==> src/rtl/serial_adder_nbit_pkg.sv <==
// Shared definitions for the bit-serial adder/subtractor: FSM state encoding,
// legal WIDTH bounds and the bit-counter sizing rule.
package serial_adder_nbit_pkg;

    localparam int WIDTH_MIN = 2;
    localparam int WIDTH_MAX = 64;

    typedef enum logic [1:0] {
        ST_IDLE   = 2'd0,
        ST_RUN    = 2'd1,
        ST_DONE   = 2'd2,
        ST_UNUSED = 2'd3
    } state_t;

    // The bit counter counts 0..WIDTH-1, so $clog2(WIDTH) bits, never fewer than one.
    function automatic int cnt_width(input int width);
        return (width > 1) ? $clog2(width) : 1;
    endfunction

    function automatic bit width_legal(input int width);
        return (width >= WIDTH_MIN) && (width <= WIDTH_MAX);
    endfunction

endpackage

==> src/rtl/serial_adder_nbit_if.sv <==
// Operand and result handshakes of the serial adder, bundled as one interface.
interface serial_adder_nbit_if #(
    parameter int WIDTH = 8
);

    logic             in_valid;
    logic             in_ready;
    logic [WIDTH-1:0] a;
    logic [WIDTH-1:0] b;
    logic             sub;
    logic             out_valid;
    logic             out_ready;
    logic [WIDTH-1:0] sum;
    logic             c_out;
    logic             ovf;

    modport master (
        output in_valid, a, b, sub, out_ready,
        input  in_ready, out_valid, sum, c_out, ovf
    );

    modport slave (
        input  in_valid, a, b, sub, out_ready,
        output in_ready, out_valid, sum, c_out, ovf
    );

endinterface

==> src/rtl/serial_adder_nbit_full_adder.sv <==
// Single-bit full adder used as the one arithmetic slice of the serial adder.
module full_adder_1bit (
    input  logic a,
    input  logic b,
    input  logic c_in,
    output logic s,
    output logic c_out
);

    assign s     = a ^ b ^ c_in;
    assign c_out = (a & b) | (a & c_in) | (b & c_in);

endmodule

==> src/rtl/serial_adder_nbit.sv <==
// Bit-serial N-bit adder/subtractor: one full-adder slice processes one bit per
// clock, LSB first, between a valid/ready operand handshake and a result handshake.
module serial_adder_nbit
    import serial_adder_nbit_pkg::*;
#(
    parameter int WIDTH = 8
) (
    input  logic                clk,
    input  logic                rst_n,
    serial_adder_nbit_if.slave  bus
);

    localparam int CNT_W = cnt_width(WIDTH);
    localparam logic [CNT_W-1:0] CNT_LAST = CNT_W'(WIDTH - 1);

    state_t           state;
    state_t           state_next;
    logic [WIDTH-1:0] a_sh;
    logic [WIDTH-1:0] b_sh;
    logic [WIDTH-1:0] sum_sh;
    logic [CNT_W-1:0] cnt;
    logic             carry;
    logic             c_out_q;
    logic             ovf_q;
    logic             slice_sum;
    logic             slice_carry;
    logic             accept;
    logic             last_bit;

    assign bus.in_ready  = (state == ST_IDLE);
    assign bus.out_valid = (state == ST_DONE);
    assign bus.sum       = sum_sh;
    assign bus.c_out     = c_out_q;
    assign bus.ovf       = ovf_q;

    assign accept   = bus.in_valid && (state == ST_IDLE);
    assign last_bit = (state == ST_RUN) && (cnt == CNT_LAST);

    full_adder_1bit u_slice (
        .a     (a_sh[0]),
        .b     (b_sh[0]),
        .c_in  (carry),
        .s     (slice_sum),
        .c_out (slice_carry)
    );

    always_ff @(posedge clk) begin
        if (!rst_n) begin
            state <= ST_IDLE;
        end else begin
            state <= state_next;
        end
    end

    // The unused fourth encoding falls back to IDLE so a corrupted state self-heals.
    always_comb begin
        state_next = state;
        case (state)
            ST_IDLE: if (bus.in_valid)  state_next = ST_RUN;
            ST_RUN:  if (last_bit)      state_next = ST_DONE;
            ST_DONE: if (bus.out_ready) state_next = ST_IDLE;
            default:                    state_next = ST_IDLE;
        endcase
    end

    // Subtraction is A + ~B + 1: B is inverted on load and the +1 enters as the initial carry.
    always_ff @(posedge clk) begin
        if (!rst_n) begin
            a_sh    <= '0;
            b_sh    <= '0;
            sum_sh  <= '0;
            cnt     <= '0;
            carry   <= 1'b0;
            c_out_q <= 1'b0;
            ovf_q   <= 1'b0;
        end else if (accept) begin
            a_sh   <= bus.a;
            b_sh   <= bus.b ^ {WIDTH{bus.sub}};
            sum_sh <= '0;
            cnt    <= '0;
            carry  <= bus.sub;
        end else if (state == ST_RUN) begin
            sum_sh <= {slice_sum, sum_sh[WIDTH-1:1]};
            a_sh   <= a_sh >> 1;
            b_sh   <= b_sh >> 1;
            carry  <= slice_carry;
            cnt    <= cnt + CNT_W'(1);
            if (last_bit) begin
                c_out_q <= slice_carry;
                ovf_q   <= carry ^ slice_carry;
            end
        end
    end

endmodule

==> src/flat_wrapper.sv <==
// flat-port wrapper written by rule: the top's interface ports become plain ports
module serial_adder_nbit_flat import serial_adder_nbit_pkg::*;
#(
    parameter int WIDTH = 8
)
  (clk, rst_n, bus_in_valid, bus_a, bus_b, bus_sub, bus_out_ready, bus_in_ready, bus_out_valid, bus_sum, bus_c_out, bus_ovf);
  serial_adder_nbit_if #(.WIDTH(WIDTH)) bus_i ();
  input  logic clk;
  input  logic rst_n;
  input wire logic [$bits(bus_i.in_valid)-1:0] bus_in_valid;
  input wire logic [$bits(bus_i.a)-1:0] bus_a;
  input wire logic [$bits(bus_i.b)-1:0] bus_b;
  input wire logic [$bits(bus_i.sub)-1:0] bus_sub;
  input wire logic [$bits(bus_i.out_ready)-1:0] bus_out_ready;
  output wire logic [$bits(bus_i.in_ready)-1:0] bus_in_ready;
  output wire logic [$bits(bus_i.out_valid)-1:0] bus_out_valid;
  output wire logic [$bits(bus_i.sum)-1:0] bus_sum;
  output wire logic [$bits(bus_i.c_out)-1:0] bus_c_out;
  output wire logic [$bits(bus_i.ovf)-1:0] bus_ovf;
  assign bus_i.in_valid = bus_in_valid;
  assign bus_i.a = bus_a;
  assign bus_i.b = bus_b;
  assign bus_i.sub = bus_sub;
  assign bus_i.out_ready = bus_out_ready;
  assign bus_in_ready = bus_i.in_ready;
  assign bus_out_valid = bus_i.out_valid;
  assign bus_sum = bus_i.sum;
  assign bus_c_out = bus_i.c_out;
  assign bus_ovf = bus_i.ovf;
  serial_adder_nbit #(.WIDTH(WIDTH)) u_core (.clk(clk), .rst_n(rst_n), .bus(bus_i));
endmodule
==> config.mk <==
export PLATFORM = sky130hd
export DESIGN_NAME = serial_adder_nbit_flat
export DESIGN_NICKNAME = d
export VERILOG_FILES = /design/src/rtl/serial_adder_nbit_pkg.sv /design/src/rtl/serial_adder_nbit_if.sv /design/src/rtl/serial_adder_nbit_full_adder.sv /design/src/rtl/serial_adder_nbit.sv /design/src/flat_wrapper.sv
export SDC_FILE = /design/constraint.sdc
export NUM_CORES = 1
export LEC_CHECK = 0
export CORE_ASPECT_RATIO = 1.25
export CORE_UTILIZATION = 52
export CTS_BUF_LIST = sky130_fd_sc_hd__clkbuf_4 sky130_fd_sc_hd__clkbuf_8 sky130_fd_sc_hd__clkbuf_16
export DETAILED_ROUTE_END_ITERATION = 12
export GPL_TIMING_DRIVEN = 1
export HOLD_SLACK_MARGIN = 0.15
export PLACE_DENSITY_LB_ADDON = 0.05
export SLEW_MARGIN = 0
export SYNTH_ARGS = -nofsm -noshare
export SYNTH_HDL_FRONTEND = slang
export SYNTH_SLANG_ARGS = --single-unit
==> constraint.sdc <==
create_clock -name clk -period 3.7 [get_ports clk]
set_clock_uncertainty 0.05 [all_clocks]
set_input_delay 1.11 -clock clk [delete_from_list [all_inputs] [get_ports clk]]
set_output_delay 1.11 -clock clk [all_outputs]
set_load 0.02 [all_outputs]
==> flow_results.org, run 1 <==
** Cells and area
- Number of filler instances in the final layout :: between 200 and 250
- The top cell types in the final layout, fill and taps aside, are sky130_fd_sc_hd__nand2_1, sky130_fd_sc_hd__clkdlybuf4s50_1, sky130_fd_sc_hd__dfxtp_1, sky130_fd_sc_hd__nor2_1, sky130_fd_sc_hd__a21oi_1.
- Layout net count :: 213
- Relative to the synthesized area, the layout overhead comes to 26.9%.
- The repair_antennas step left the layout with diodes totalling 0.
- In the final layout, the share of cells above drive strength 1 is 5.79%.
- Summing all flip-flop and latch instances after layout gives roughly 640 um^2.
- Leaving out fill and tap cells, the most frequent cell in the layout is sky130_fd_sc_hd__nand2_1.
- Cells fill between 70% and 80% of the core in the end.
- Summing all multi-input logic gate instances after layout gives 687 um^2.

** Worst setup path
- The worst setup path is of the reg2out kind.
- CP peak stage delay :: 610 ps
- Data arrival time of the critical path :: 1700 ps
- Required time worst endpoint :: 2540 ps
- The largest individual stage delay along the critical path comes from the cell sky130_fd_sc_hd__clkdlybuf4s50_1.
- Highest fanout seen on the critical path :: 11
- Cell Chain, Critical Path :: inv_1 > nor2_1 > clkdlybuf4s50_1
- CP Launch Type :: register
- Across all register-to-register paths, the minimum setup slack is 1790 ps.
- STA classifies the critical path endpoint as an output pin.

** Clocking
- Clock slew at the register clock pins of the worst setup and hold paths :: 100 ps
- Post-cts repair resize count :: 0
- After clock tree synthesis, the setup repair step added 0 buffers.
- The root buffer cell chosen for the clock tree is sky130_fd_sc_hd__clkbuf_4.
- For this design, the CTS-stage hold fixing added 0 buffers.
- H-Tree Level Count :: 2
- Longest Clk Path Bufs :: 2
- CTS tree :: yes
- Clock buffer count from CTS :: 5
- CTS saw 32 sinks.
- At the later pin of the worst-skew pair, clock insertion delay measures 330 ps.

** Global routing
- The total overflow left after global routing is 0.
- Global routing consumed, over all layers together, 21.5% of the routing resources.
- The first global-routing pass estimated 4730 um of wire.
- The via count of the first global-routing pass came to between 1,000 and 1,500.
- Antenna violations before repair :: 0
- Entering global routing, the biggest net connects 21 pins.

** Power
- Worst vdd ir :: around 0.29 mV
- Power per standard cell area :: 414 mW/mm^2
- In this run the static leakage power is 0.647 nW.

** Synthesis
- Synthesized netlist net count :: 186
- Most common flop cell mapped by yosys :: sky130_fd_sc_hd__dfxtp_1
- Number of flip-flops and latches in the synthesized netlist :: 32
- The number of different library cells used by synthesis comes to 31.
- Seq/Total Area, Yosys :: 45.6%
- Syn avg cell area :: 8.68 um^2
- Count of flip-flops with a built-in enable after synthesis :: 0
- Total number of yosys warnings :: 0
- Summed over its instances, the top area cell type makes up a little under half of the synthesized netlist area.
- In this run the cell area of the synthesized design comes to 0.00141 mm^2.
- Gate Count Post-Synth :: between 150 and 200
- Cell accounting for the most synthesized area :: sky130_fd_sc_hd__dfxtp_1
- Asr flop ratio synth :: 0%
- Biggest area contributors in the synthesized netlist :: sky130_fd_sc_hd__dfxtp_1, sky130_fd_sc_hd__nand2_1, sky130_fd_sc_hd__xnor2_1

** STA
- Setup repair after global routing left no endpoint under its margin.
- The worst pin sits at a relative slew slack of 43.2%.
- Worst Tran Pin Value :: 851 ps
- Maximum clock frequency :: 350 MHz
- The final hold violation count was 0.
- Number of setup violations in the final report :: 0
- Adding up every negative setup slack in the final design gives 0 ps.
- Final Max Slew Viols :: 0
- Min Tclk post-route :: 2860 ps
- The worst path uses 77.3% of the clock period.

** Placement
- Global placement routability congestion :: 0.781
- After legalization and detailed placement, the total HPWL measured 2040 um.
- Port buffer count :: 32

** Drt
- Overall routed net length :: 2730 um
- The count of nets left with antenna violations once routing finished came out at 0.
- Detailed Routing Iterations Pass 1 :: 4
- Number of remaining DRC errors :: 0
- DRC violation total after the first TritonRoute iteration :: 16
- Dividing the detail-routed wire length by the instance count gives 12.3 um.
- The final route contains 1,191 vias.
- Using the TritonRoute via totals, the vias-per-cell ratio works out to 5.34.

** Run
- Max Cap Violations :: 0

** Floorplan
- 33 I/O pins were placed.
- In this run the standard cell core region covers 0.00250 mm^2.
- Site row count :: 20
- Floorplan die width :: 48.5 um
- The floorplan step defined a die boundary enclosing 0.00292 mm^2.
- Initial standard-cell utilization of the core :: 56.2%
- Chip Height :: 60.1 um

** Status
- Outcome :: finished, final reports clean

** Worst hold path
- Min-delay worst type :: reg2reg
path summary, 6_finish.rpt:
check                            startpoint  cells after the start                              to
max            u_core.state[1]$_SDFFE_PN0P_                      3                   bus_out_valid
min          u_core.bus.sum[5]$_SDFFE_PP0N_                      2  u_core.bus.sum[4]$_SDFFE_PP0N_
max reg2reg    u_core.state[0]$_SDFFE_PN0P_                      3     u_core.b_sh[6]$_SDFFE_PN0P_
min reg2reg  u_core.bus.sum[5]$_SDFFE_PP0N_                      2  u_core.bus.sum[4]$_SDFFE_PP0N_
registers in the layout (all words and copies together) (netlist names):
name              cells
u_core.bus.ovf        1
u_core.state          2
u_core.bus.sum        8
u_core.cnt            3
u_core.a_sh           8
u_core.carry          1
u_core.b_sh           8
u_core.bus.c_out      1
cells in the mapped netlist (3+ instances only):
cell                      number
sky130_fd_sc_hd__a221o_1       7
sky130_fd_sc_hd__a31oi_1       6
sky130_fd_sc_hd__a21oi_1      12
sky130_fd_sc_hd__o21ai_1       7
sky130_fd_sc_hd__nor2_1       12
sky130_fd_sc_hd__dfxtp_1      32
sky130_fd_sc_hd__nand2_1      35
sky130_fd_sc_hd__xnor2_1      10
sky130_fd_sc_hd__buf_2         9
sky130_fd_sc_hd__o21a_1        3
cell families after synthesis:
family	count (synthesis)	synth area share [%]
and+or+nand+nor	59	18.9
DFF	32	45.6
buffers and inverters	15	5.61
muxes	1	0.712
AOI/OAI and AO/OA	42	19.8
xor gates and xnor gates	10	6.23
adders and majority gates	3	3.20
worst max-delay path: cells and delay by family, from the launching register on:
kind	cells	cell delay, ps
buf+inv	2	750
flops	1	520
simple gates	1	110
stage by stage:
step | cell area, um^2 | hold WS [ps] | power (W) | std cells | setup slack [ps]
after floorplan | 1410 | 389 | 0.000450 | 162 | 1630
after global placement | 1700 | 395 | 0.000482 | 215 | 822
after detailed placement | 1700 | 406 | 0.000485 | 215 | 765
after CTS | 1780 | 417 | 0.000745 | 223 | 837
after global routing | 1780 | 440 | 0.000778 | 223 | 749
final | 1780 | 417 | 0.000738 | 223 | 840
area by class of cell:
cell class	count	area share, %
inverter	2	0.421
sequential	32	35.9
clock buffer	5	2.10
multi-input combinational	115	38.5
timing repair buffer	33	18.4
clock inverter	3	2.38
tap	33	2.31
per-layer routing:
| metal | track usage, % | wire [um] |
|---|---|---|
| met4 | 6.30 | 25 |
| met2 | 42.1 | 1430 |
| met3 | 6.87 | 114 |
| met5 | 0 | 0 |
| met1 | 21.9 | 1170 |
where the power goes:
part	internal [W]	switching, W
Combinational	0.0000517	0.0000483
Clock	0.000141	0.000120
Sequential	0.000363	0.0000142
Total	0.000556	0.000182
No activity file was read; power rests on OpenSTA's default activity.
==> run 2, diff against run 1 <==
- CORE_UTILIZATION: 52 -> 44
- clock period: 3.7 -> 2.3 ns (I/O delays scaled with it)
==> run 2 against run 1 <==
  * Clock power grew 83%
  * First-iteration DRC count increased by 88%
  * Die area grew 17%
  * Sequential power increased by 61%
  * Cell count up 3.6%
  * Critical endpoint is now bus_sum[7]
  * Largest power group unchanged
==> flow_results.org, run 2 (synthesis gave the netlist of run 1 again) <==
** Clocking
- Clock slew at the register clock pins of the worst setup and hold paths :: 90 ps (about the same)
- CTS placed an instance of sky130_fd_sc_hd__clkbuf_4 at the clock tree root.
- H-Tree Level Count :: 2 (unchanged)
- Longest Clk Path Bufs :: 2 (unchanged)
- CTS tree :: yes
- Clock buffer count from CTS :: 5 (unchanged)
- The clock insertion delay at the later pin of the skew report came to 330 ps (about the same).
- The number of sinks handled by clock tree synthesis came to 32 (unchanged).

** Power
- Worst vdd ir :: 0.514 mV (+76%)
- The power dissipated by switching net loads is 0.000290 W (+59%).
- Clock share of power :: 38.2% (+2.9 points)
- Share of total power in sequential cells :: 48.5% (-2.6 points)
- Internal Pwr Total :: 0.000959 W (+73%)
- The switching part of the total is 23.2% (-1.5 points).
- The share of power burned in combinational logic was 13.2% (-0.3 points).
- The total chip power is 0.00125 W (+69%).
- The leakage power came to 0.700 nW (+8.2%).
- The power density normalized to cell area was 678 mW/mm^2 (+64%).

** Cells and area
- The layout net count came to 218 (+2.3%).
- Layout cells sized above 1 :: 8.21% (+2.4 points)
- The design area is 0.00184 mm^2 (+3.2%).
- Most common cell after layout, fill and taps aside :: sky130_fd_sc_hd__nand2_1
- The final antenna diode count came to 0 (unchanged).
- Area growth from synthesis to layout :: 31.0%
- The library cells used most frequently in the layout, excluding fill and tap cells, are sky130_fd_sc_hd__nand2_1, sky130_fd_sc_hd__dfxtp_1, sky130_fd_sc_hd__clkdlybuf4s50_1, sky130_fd_sc_hd__nor2_1, sky130_fd_sc_hd__a21oi_1.

** Global routing
- The number of antenna violations at the first check in global routing came to 0 (unchanged).
- The all-layer global routing usage was 19.3% (-2.2 points).
- The wire length of the first global-routing pass is 4930 um (+4.2%).
- Global route overflow :: 0 (unchanged)
- The maximum number of pins on one net before global-route repair is 21 (unchanged).
- Number of global-route vias before repair :: 1,195 (+1.4%)

** STA
- The actual slew at the worst max-slew pin is 699 ps (-152 ps).
- Min Tclk post-route :: about 2000 ps
- Maximum clock frequency :: 491 MHz
- Final Max Slew Viols :: 0 (unchanged)
- The final worst-path setup slack is 263 ps (-577 ps).
- Portion of the clock cycle consumed by the worst path in the final layout :: 88.6%
- Unrepaired setup endpoints after global routing :: false
- Number of setup violations in the final report :: 0 (unchanged)
- Hold Vio Cnt, Final :: 0 (unchanged)
- The total negative slack for setup checks came to 0 ps (unchanged).
- The headroom to the max-slew limit is 53.4% (+10 points).

** Drt
- Post-route antenna net violation count :: 0 (unchanged)
- The detail-routed via count per cell was 5.28 (-1.2%).
- The initial detailed-routing violation count is 30 (+14).
- The total vias in the final route is 1,219 (+2.4%).
- The total routed wirelength is 2780 um (+1.5%).
- The number of search-and-repair iterations in the first detailed-routing pass is 3 (-1).
- The DRC violation count after routing came to 0 (unchanged).
- Drt wl/cell :: 12.0 um (-2.0%)

** Worst hold path
- The tightest min-delay check is of the reg2reg type.

** Worst setup path
- Worst Path Class, Setup :: reg2out
- The register-to-register path setup slack came to 670 ps (-1120 ps).
- CP peak stage delay :: 610 ps (about the same)
- CP Launch Type :: register
- The data required time at the worst endpoint came to 1560 ps (-980 ps).
- Number of buffers and inverters on the critical path :: 1 (-1)
- Data arrival time of the critical path :: 1300 ps (-400 ps)
- Highest fanout seen on the critical path :: 3 (-8)
- For this design, the slowest cell found on the critical path is sky130_fd_sc_hd__clkdlybuf4s50_1.
- Critical Path End Type :: output pin
- Worst path top cell family by delay :: buffers and inverters
- Cell Chain, Critical Path :: clkdlybuf4s50_1

** Floorplan
- I/O pin count :: 33 (unchanged)
- Floorplan die width :: 52.6 um (+8.3%)
- The vertical die dimension is 65.2 um (+8.4%).
- Initial standard-cell utilization of the core :: 46.9% (-9.3 points)
- Core region area :: 0.00300 mm^2 (+20%)
- Site row count :: 22 (+10%)
- The floorplan die area was 0.00343 mm^2 (+17%).

** Status
- The flow ran to the end, and the final reports show no timing, DRC or antenna violations.

** Placement
- Port buffer count :: 32 (unchanged)
- The total half-perimeter wirelength after legalization and detailed placement came to 2020 um (-1.2%).
- The final weighted congestion in routability-driven placement came to 0.754 (-3.4%).
- Total cell area at the placement stage :: 0.00175 mm^2 (+2.4%)
- The pre-CTS setup slack was 97.8 ps (-667 ps).

** Run
- The count of max-cap constraint violations came to 0 (unchanged).
-- run 2: layout make-up --
type / instances / area (um^2)
clock buffer: 7 / 65.1
fill: 280 / 1160
tap: 36 / 45.0
multi-input combinational: 115 / 687
clock inverter: 1 / 30.0
timing repair buffer: 38 / 367
inverter: 2 / 7.51
sequential: 32 / 641
-- run 2: per-layer routing --
metal  global-route usage, %  routed length, um  part of all wire [%]  vias to the layer above
li1                        -                  -                     -                      621
met1                    20.5               1230                    44                      566
met2                    34.3               1400                    50                       27
met3                    4.40                112                   4.0                        5
met4                    9.54                 39                   1.4                        0
met5                       0                  0                     0                        -
-- run 2: stage by stage --
stage / utilization (%) / hold WS [ps] / instances
6_report: 61.4 / 411 / 231
4_1_cts: 61.3 / 417 / 231
3_5_place_dp: 58.2 / 404 / 223
5_1_grt: 61.4 / 442 / 231
2_1_floorplan: - / 389 / 162
3_3_place_gp: 58.2 / 392 / 223
-- run 2: final timing paths --
kind / startpoint / end / cells past startpoint
max: u_core.bus.sum[7]$_SDFFE_PP0N_ / bus_sum[7] / 1
min: u_core.bus.sum[0]$_SDFFE_PP0N_ / u_core.bus.sum[0]$_SDFFE_PP0N_ / 2
max reg2reg: u_core.state[0]$_SDFFE_PN0P_ / u_core.b_sh[7]$_SDFFE_PN0P_ / 3
min reg2reg: u_core.bus.sum[0]$_SDFFE_PP0N_ / u_core.bus.sum[0]$_SDFFE_PP0N_ / 2
-- run 2: what timing repair did --
action / in CTS / in global routing
hold buffers: 0 / 0
buffers inserted: 0 / 0
pin swaps: 0 / 0
endpoints found under the setup margin: 1 / 1
resized for setup: 1 / 1
-- run 2: power groups by stage --
stage          combinational [W]  sequential (W)  clock (W)
3_3_place_gp            0.000164        0.000618          0
2_1_floorplan           0.000111        0.000613          0
3_5_place_dp            0.000168        0.000619          0
4_1_cts                 0.000167        0.000606   0.000484
5_1_grt                 0.000185        0.000611   0.000515
6_report                0.000165        0.000606   0.000478
